==> src/rtl/aes_engine_scheduler.sv <==
// aes_engine_scheduler: round-robin sharing of one iterative AES-128 engine with tagged responses
module aes_engine_scheduler #(
   parameter int NUM_REQ     = 4,
   parameter int ENG_LATENCY = 41,
   parameter int IDW         = $clog2(NUM_REQ)
) (
   input  logic                   clk,
   input  logic                   rst,
   input  logic [NUM_REQ-1:0]     req_valid,
   output logic [NUM_REQ-1:0]     req_ready,
   input  logic [NUM_REQ*128-1:0] req_text,
   input  logic [NUM_REQ*128-1:0] req_key,
   output logic                   rsp_valid,
   input  logic                   rsp_ready,
   output logic [127:0]           rsp_data,
   output logic [IDW-1:0]         rsp_id,
   output logic                   busy,
   output logic [15:0]            ops_done,
   output logic                   eng_rst,
   output logic                   eng_start,
   output logic [127:0]           eng_in,
   output logic [127:0]           eng_key,
   input  logic [127:0]           eng_out
);
   localparam int CW = $clog2(ENG_LATENCY + 1);
   typedef enum logic [2:0] {IDLE, LOAD, START, WAIT, RESP} state_t;
   state_t state, state_nxt;
   logic [IDW-1:0] rr_ptr, win, idx;
   logic any;
   logic [CW-1:0] cnt;
   // winner: first valid requester after the last grant, scanned downward so the nearest one wins
   always_comb begin
      win = '0;
      idx = '0;
      any = 1'b0;
      for (int k = NUM_REQ; k >= 1; k--) begin
         idx = IDW'((int'(rr_ptr) + k) % NUM_REQ);
         if (req_valid[idx]) begin
            win = idx;
            any = 1'b1;
         end
      end
   end
   assign req_ready = (state == IDLE && any) ? (NUM_REQ'(1) << win) : '0;
   // state register
   always_ff @(posedge clk or posedge rst) begin
      if (rst) state <= IDLE;
      else     state <= state_nxt;
   end
   // job sequencing: grant, engine reset, start pulse, latency wait, response hold
   always_comb begin
      state_nxt = state;
      state_nxt = state == IDLE  ? (any ? LOAD : IDLE) :
                  state == LOAD  ? START :
                  state == START ? WAIT :
                  state == WAIT  ? (cnt == '0 ? RESP : WAIT) :
                  state == RESP  ? (rsp_ready ? IDLE : RESP) : IDLE;
   end
   // datapath: operand latch, engine controls, latency counter, response and job count
   always_ff @(posedge clk or posedge rst) begin
      if (rst) begin
         eng_rst   <= 1'b1;
         eng_start <= 1'b0;
         eng_in    <= '0;
         eng_key   <= '0;
         rsp_valid <= 1'b0;
         rsp_data  <= '0;
         rsp_id    <= '0;
         busy      <= 1'b0;
         ops_done  <= '0;
         rr_ptr    <= IDW'(NUM_REQ - 1);
         cnt       <= '0;
      end else begin
         busy <= state_nxt != IDLE;
         case (state)
            IDLE: begin
               eng_rst <= any;
               if (any) begin
                  eng_in  <= req_text[128*win +: 128];
                  eng_key <= req_key[128*win +: 128];
                  rsp_id  <= win;
                  rr_ptr  <= win;
               end
            end
            LOAD: begin
               eng_rst   <= 1'b0;
               eng_start <= 1'b1;
            end
            START: begin
               eng_start <= 1'b0;
               cnt       <= CW'(ENG_LATENCY - 1);
            end
            WAIT: begin
               if (cnt == '0) begin
                  rsp_data  <= eng_out;
                  rsp_valid <= 1'b1;
               end else cnt <= cnt - 1'b1;
            end
            RESP: begin
               if (rsp_ready) begin
                  rsp_valid <= 1'b0;
                  ops_done  <= ops_done + 16'd1;
               end
            end
            default: ;
         endcase
      end
   end
endmodule

==> config.mk <==
export PLATFORM = sky130hd
export DESIGN_NAME = aes_engine_scheduler
export DESIGN_NICKNAME = d
export VERILOG_FILES = /design/src/rtl/aes_engine_scheduler.sv
export SDC_FILE = /design/constraint.sdc
export NUM_CORES = 1
export LEC_CHECK = 0
export CORE_AREA = 2 2 619 621
export CTS_CLUSTER_DIAMETER = 60
export CTS_CLUSTER_SIZE = 10
export DETAILED_ROUTE_END_ITERATION = 10
export DIE_AREA = 0 0 621 623
export DONT_BUFFER_PORTS = 1
export GPL_TIMING_DRIVEN = 0
export HOLD_SLACK_MARGIN = 0.02
export SLEW_MARGIN = 15
export SYNTH_ARGS = -nofsm -noshare
export SYNTH_HDL_FRONTEND = slang
export SYNTH_SLANG_ARGS = --single-unit
==> constraint.sdc <==
create_clock -name clk -period 33.2 [get_ports clk]
set_input_delay 6.64 -clock clk [delete_from_list [all_inputs] [get_ports clk]]
set_output_delay 6.64 -clock clk [all_outputs]
set_load 0.02 [all_outputs]
* After elaboration in Yosys (flattened, before gate mapping)
Cells that the tools add are included.
** Storage, ports and cells
- Bits in registers :: 417
- Bits of input ports :: 1159
- Output and inout bits :: 410
- Logic and storage cells :: 77
** Cells by class
- Add/sub/neg operators :: 6
- $lt $le $gt $ge :: 4
- Equality and inequality tests :: 7
- Shift-type cells :: 3
- Muxes and demuxes :: 32
- Reduce and logical (&&, ||, !) cells :: 13
** Operators with widths (count)
- 512-bit by 10-bit variable part select with 128-bit output :: 2
- 3-bit 2-to-1 mux :: 7
- 16-bit by 1-bit adder with 16-bit output, second input constant :: 1
- 2-bit by 3-bit less-than comparator with 1-bit output, second input constant :: 4
- 6-bit case mux with 2 select lines :: 1
- 1-bit 2-to-1 mux :: 11
- 1-bit binary-select mux with 2-bit select :: 4
- 2-bit 2-to-1 mux :: 4
- 2-bit AND reduction :: 4
- 2-bit nonzero test :: 4
- 3-bit by 2-bit == test with 1-bit output, second input constant :: 2
- 6-bit logical NOT :: 1
- 6-bit 2-to-1 mux :: 1
- 1-bit case mux with 2 select lines :: 3
- 6-bit by 1-bit subtractor with 6-bit output, second input constant :: 1
- 2-bit by 1-bit adder with 2-bit output, second input constant :: 2
- 2-bit adder, second input constant :: 2
- 4-bit 2-to-1 mux :: 1
- 2-bit != test, second input constant :: 2
- 1-bit by 2-bit << shifter with 4-bit output, first input constant :: 1
- 3-bit by 1-bit == test with 1-bit output, second input constant :: 1
- 3-bit == test, second input constant :: 1
- 3-bit logical NOT :: 1
- 3-bit AND reduction :: 1
- other kinds (3) :: 3

* Longest topological paths before layout
- Depth after elaboration :: 10
- Depth in mapped cells :: 10
- Depth with buffers taken out :: 7

* Worst setup path after synthesis
Ideal clock, no wire load.
- Path type :: in2out
- Start :: in req_valid[3]
- End :: out req_ready[2]
- Arrival time :: 8.106 ns
- Setup slack :: 18.454 ns
- Cell stages on the path :: 9
- Buffers on the path :: 4
- Path through :: buf_4 > and2b_1 > o21ai_2 > buf_2 > nor2_2 > buf_2 > buf_2 > nand2_1 > nor2_1
** On the way
- Word-level cells in the longest chain between the ends :: 8
** Ends and longest elaborated chain
- from (decl) :: line 9 : input logic [NUM_REQ-1:0] req_valid,
- 1-bit binary-select mux with 2-bit select :: line 38 : if (req_valid[idx]) begin
- 1-bit 2-to-1 mux (not written as such) :: line 38
- 2-bit 2-to-1 mux / 1-bit 2-to-1 mux (equally long branches) (4 in a row) :: line 38
- 1-bit by 2-bit << shifter with 4-bit output / 1-bit logical AND (equally long branches) :: line 44 : assign req_ready = (state == IDLE && any) ? (NUM_REQ'(1) << win) : '0;
- 4-bit 2-to-1 mux * :: line 44
- to (decl) :: line 10 : output logic [NUM_REQ-1:0] req_ready,
Mark *: on every way between the ends. The rest lies on a longest branch, timed or not. The select of a mux whose other input is x is not followed.

* Worst setup path in the final report
Same ends and word-level chain as after synthesis.

==> results.sh <==
export IMPL_grt_start_max_net_pins=86
export IMPL_cts_repair_resized=0
export IMPL_final_antenna_violating_net_count=0
export IMPL_cts_post_setup_buffers_inserted=0
export IMPL_die_height_microns=623
export IMPL_place_gp_congestion=1.021
export IMPL_final_setup_tns_ns=0
export IMPL_firstDrtPassIters=6
export IMPL_worstSkewPairLatency_ns=0.84
export IMPL_most_used_standard_cell_by_instance_count_after_synthesis="sky130_fd_sc_hd__dfrtp_1"
export IMPL_floorplan_initialDensity_pct=6.046
export IMPL_grt_util_met2_pct=29.10
export IMPL_flow_area_growth_from_synthesis_pct=43.89
export IMPL_fp_dieArea_sq_um=386900
export IMPL_worstReg2RegStart="rr_ptr[0]$_DFFE_PP1P_"
export IMPL_cts_buffers=88
export IMPL_period_minus_slack_ns=16.57
export IMPL_critical_path_top_cell_by_count="sky130_fd_sc_hd__buf_2"
export IMPL_cp_cell_sequence="buf_4, and2b_1, o21ai_2, buf_2, nor2_2, buf_2, buf_2, nand2_1, nor2_2"
export IMPL_grtUsageTotal_pct=16.39
export IMPL_max_slew_margin_pct=-0.3465
export IMPL_grt_overflow=0
export IMPL_vdd_ir_drop_max_v=0.00003937
export IMPL_h_tree_depth_reported_by_cts=3
export IMPL_combined_area_of_the_multi_input_logic_cells_sq_um=11370
export IMPL_synth_cells_most_frequent="sky130_fd_sc_hd__dfrtp_1 (414), sky130_fd_sc_hd__o21ai_0 (279), sky130_fd_sc_hd__nor2_1 (270)"
export IMPL_max_stage_delay_ns=0.77
export IMPL_synth_xor_xnor_area_share_pct=0.7232
export IMPL_synth_nets=3518
export IMPL_via_count=25960
export IMPL_final_fill_count=44390
export IMPL_rows=227
export IMPL_die_width_microns=621
export IMPL_timing_hold_violations_final=0
export IMPL_final_area_sq_um=33110
export IMPL_yosys_register_bits=417
export IMPL_clk_transition_reported_paths_ns=0.05
export IMPL_worst_endpoint_required_ns=26.56
export IMPL_clock_tree_buffer_depth=4
export IMPL_hold_buffers_post_cts=0
export IMPL_number_of_violations_of_the_max_capacitance_limit=0
export IMPL_design_final_nets=3634
export IMPL_synthesis_instances=2356
export IMPL_critPathKind="in -> out"
export IMPL_layout_area_seq_sq_um=10440
export IMPL_rsz_0062_raised_after_global_routing="false"
export IMPL_startpoint="req_valid[3]"
export IMPL_area_share_of_the_leading_cell_type_in_the_synthesized_netlist_pct=45.02
export IMPL_place_area_sq_um=29710
export IMPL_drcViolationCount=0
export IMPL_viasPerCell=3.334
export IMPL_post_synth_num_cell_types=48
export IMPL_grt_pass1_vias=22380
export IMPL_pin_count=1569
export IMPL_global_route_wire_length_before_repair_microns=382900
export IMPL_drt_wl_total_microns=332200
export IMPL_cp_start_kind="primary input"
export IMPL_drive_above_1_share_pct=22.44
export IMPL_initial_antenna_violation_count=417
export IMPL_drt_first_iter_violations=3281
export IMPL_worst_pin_slew_ns=1.505
export IMPL_synth_compound_area_share_pct=22.82
export IMPL_max_fclk_mhz=60.34
export IMPL_yosys_area_top_type="sky130_fd_sc_hd__dfrtp_1"
export IMPL_yosys_warnings=0
export IMPL_portBuffers=0
export IMPL_cts_tree="built"
export IMPL_wl_per_cell_microns=42.66
export IMPL_grt_use_met3_pct=8.481
export IMPL_gr_busiest_metal="met2"
export IMPL_post_synth_arst_share_pct=100.0
export IMPL_core_area_sq_um=380600
export IMPL_synthMuxAreaShare_pct=14.53
export IMPL_synthesis_area_sq_um=23010
export IMPL_leakagePower_nw=10.72
export IMPL_detailed_place_hpwl_microns=297300
export IMPL_min_period_over_period_pct=49.91
export IMPL_yosys_area_share_simple_pct=11.03
export IMPL_cts_root_buf="sky130_fd_sc_hd__clkbuf_16"
export IMPL_synth_ff_type="sky130_fd_sc_hd__dfrtp_1"
export IMPL_syn_area_per_cell_sq_um=9.767
export IMPL_clock_skew_ns=0.08247
export IMPL_violations="slew limit"
export IMPL_slew_violations=1
export IMPL_synth_seq_area_share_pct=45.36
export IMPL_setup_worst_path_end_class="primary output"
export IMPL_grt_met1_usage_pct=16.04
export IMPL_slowest_stage_cell_crit_path="sky130_fd_sc_hd__nor2_2"
export IMPL_cpLargestDelayFamily="simple AND/OR/NAND/NOR gates"
export IMPL_synth_adder_area_share_pct=0.1631
export IMPL_timing_critical_path_buf_inv=4
export IMPL_setup_viol=0
export IMPL_power_density_nw_per_um2=105.9
export IMPL_synth_top_family_by_area="compound AO/OA/AOI/OAI gates"
export IMPL_crit_arrival_ns=9.93
export IMPL_min_delay_path_class="reg -> reg"
export IMPL_run_status="complete, but fails checks"
export IMPL_synth_enable_flop_cells=0
export IMPL_critical_path_peak_fanout=10
export IMPL_synth_area_top_cells="sky130_fd_sc_hd__dfrtp_1 (45%), sky130_fd_sc_hd__a221oi_1 (9.7%), sky130_fd_sc_hd__mux2_2 (8.8%), sky130_fd_sc_hd__o21ai_0 (6.1%), sky130_fd_sc_hd__mux2_4 (5.7%)"
export IMPL_cts_sinks=417
export IMPL_min_from="cnt[5]$_DFFE_PP0P_"
[power breakdown]
| part | internal (mW) | switching, mW |
|---|---|---|
| registers | 0.748 | 0.756 |
| logic | 0.366 | 0.725 |
| clock network | 0.543 | 0.368 |
[state kept, by name, summed over array words and instances, names as in the netlist, 2 cells and up]
| name | cells |
|---|---|
| rr_ptr | 2 |
| ops_done | 16 |
| rsp_id | 2 |
| state | 3 |
| eng_in | 128 |
| cnt | 6 |
| eng_key | 128 |
| rsp_data | 128 |
[stage by stage]
step                hold slack [ns]  power (mW)  utilization (%)  setup slack (ns)  std cells
CTS                          0.5537       3.557            8.552             16.09       7567
floorplan                    0.5058       1.834                -             14.96       2356
global route                 0.5874       3.632            8.643             16.40       7700
finish                       0.5488       3.507            8.700             16.63       7787
global placement             0.5307       2.596            7.702             6.475       7394
detailed placement           0.5383       2.617            7.807             16.09       7418
[cell type report]
type | count | area share, %
timing repair buffer | 26 | 1.073
clock inverter | 47 | 1.568
inverter | 6 | 0.09069
tap | 5038 | 19.04
buffer | 261 | 3.734
sequential | 417 | 31.53
clock buffer | 102 | 6.991
multi-input combinational | 1672 | 34.33
antenna | 218 | 1.648
[cell usage in the layout, fill, tap and decap left out, types with 10 or more instances in the layout]
cell type / count
sky130_fd_sc_hd__a21oi_1: 140
sky130_fd_sc_hd__a221oi_1: 254
sky130_fd_sc_hd__a31oi_1: 121
sky130_fd_sc_hd__buf_2: 73
sky130_fd_sc_hd__buf_4: 26
sky130_fd_sc_hd__buf_6: 15
sky130_fd_sc_hd__clkbuf_1: 148
sky130_fd_sc_hd__clkbuf_16: 88
sky130_fd_sc_hd__clkbuf_2: 18
sky130_fd_sc_hd__dfrtp_1: 414
sky130_fd_sc_hd__diode_2: 218
sky130_fd_sc_hd__inv_6: 14
sky130_fd_sc_hd__mux2_2: 180
sky130_fd_sc_hd__mux2_4: 87
sky130_fd_sc_hd__nand2_1: 20
sky130_fd_sc_hd__nand3_1: 244
sky130_fd_sc_hd__nor2_1: 269
sky130_fd_sc_hd__o21ai_0: 265
sky130_fd_sc_hd__o21ai_1: 16
sky130_fd_sc_hd__xnor2_1: 10
[logic make-up after synthesis]
kind of cell | count (synthesis)
adder cells (fa/ha/maj) | 3
multiplexers | 268
buffers and inverters | 267
flip-flops | 417
AO/OA/AOI/OAI | 815
AND/OR/NAND/NOR | 567
XOR/XNOR | 19
[final timing paths]
check / to / slack (ns) / cells past startpoint
max in group asynchronous: eng_key[46]$_DFFE_PP0P_ / 25.89 / 3
max reg2reg: eng_key[63]$_DFFE_PP0P_ / 28.98 / 9
min reg2reg: cnt[5]$_DFFE_PP0P_ / 0.55 / 2
max: req_ready[2] / 16.63 / 9
min: cnt[5]$_DFFE_PP0P_ / 0.55 / 2
min in group asynchronous: rsp_data[76]$_DFFE_PP0P_ / 5.73 / 1
[routing by layer]
layer	up-vias	share of wire, %
li1	9484	-
met1	12850	33
met2	2465	50
met3	957	12
met4	206	5.2
met5	-	0.42
[worst min-delay path, cell delays in order, from the launching register on]
cell and delay [ns]:
sky130_fd_sc_hd__dfrtp_1 0.37, sky130_fd_sc_hd__xor2_1 0.08, sky130_fd_sc_hd__o21ai_0 0.06
Note: power is estimated with default switching activity, not from simulation.
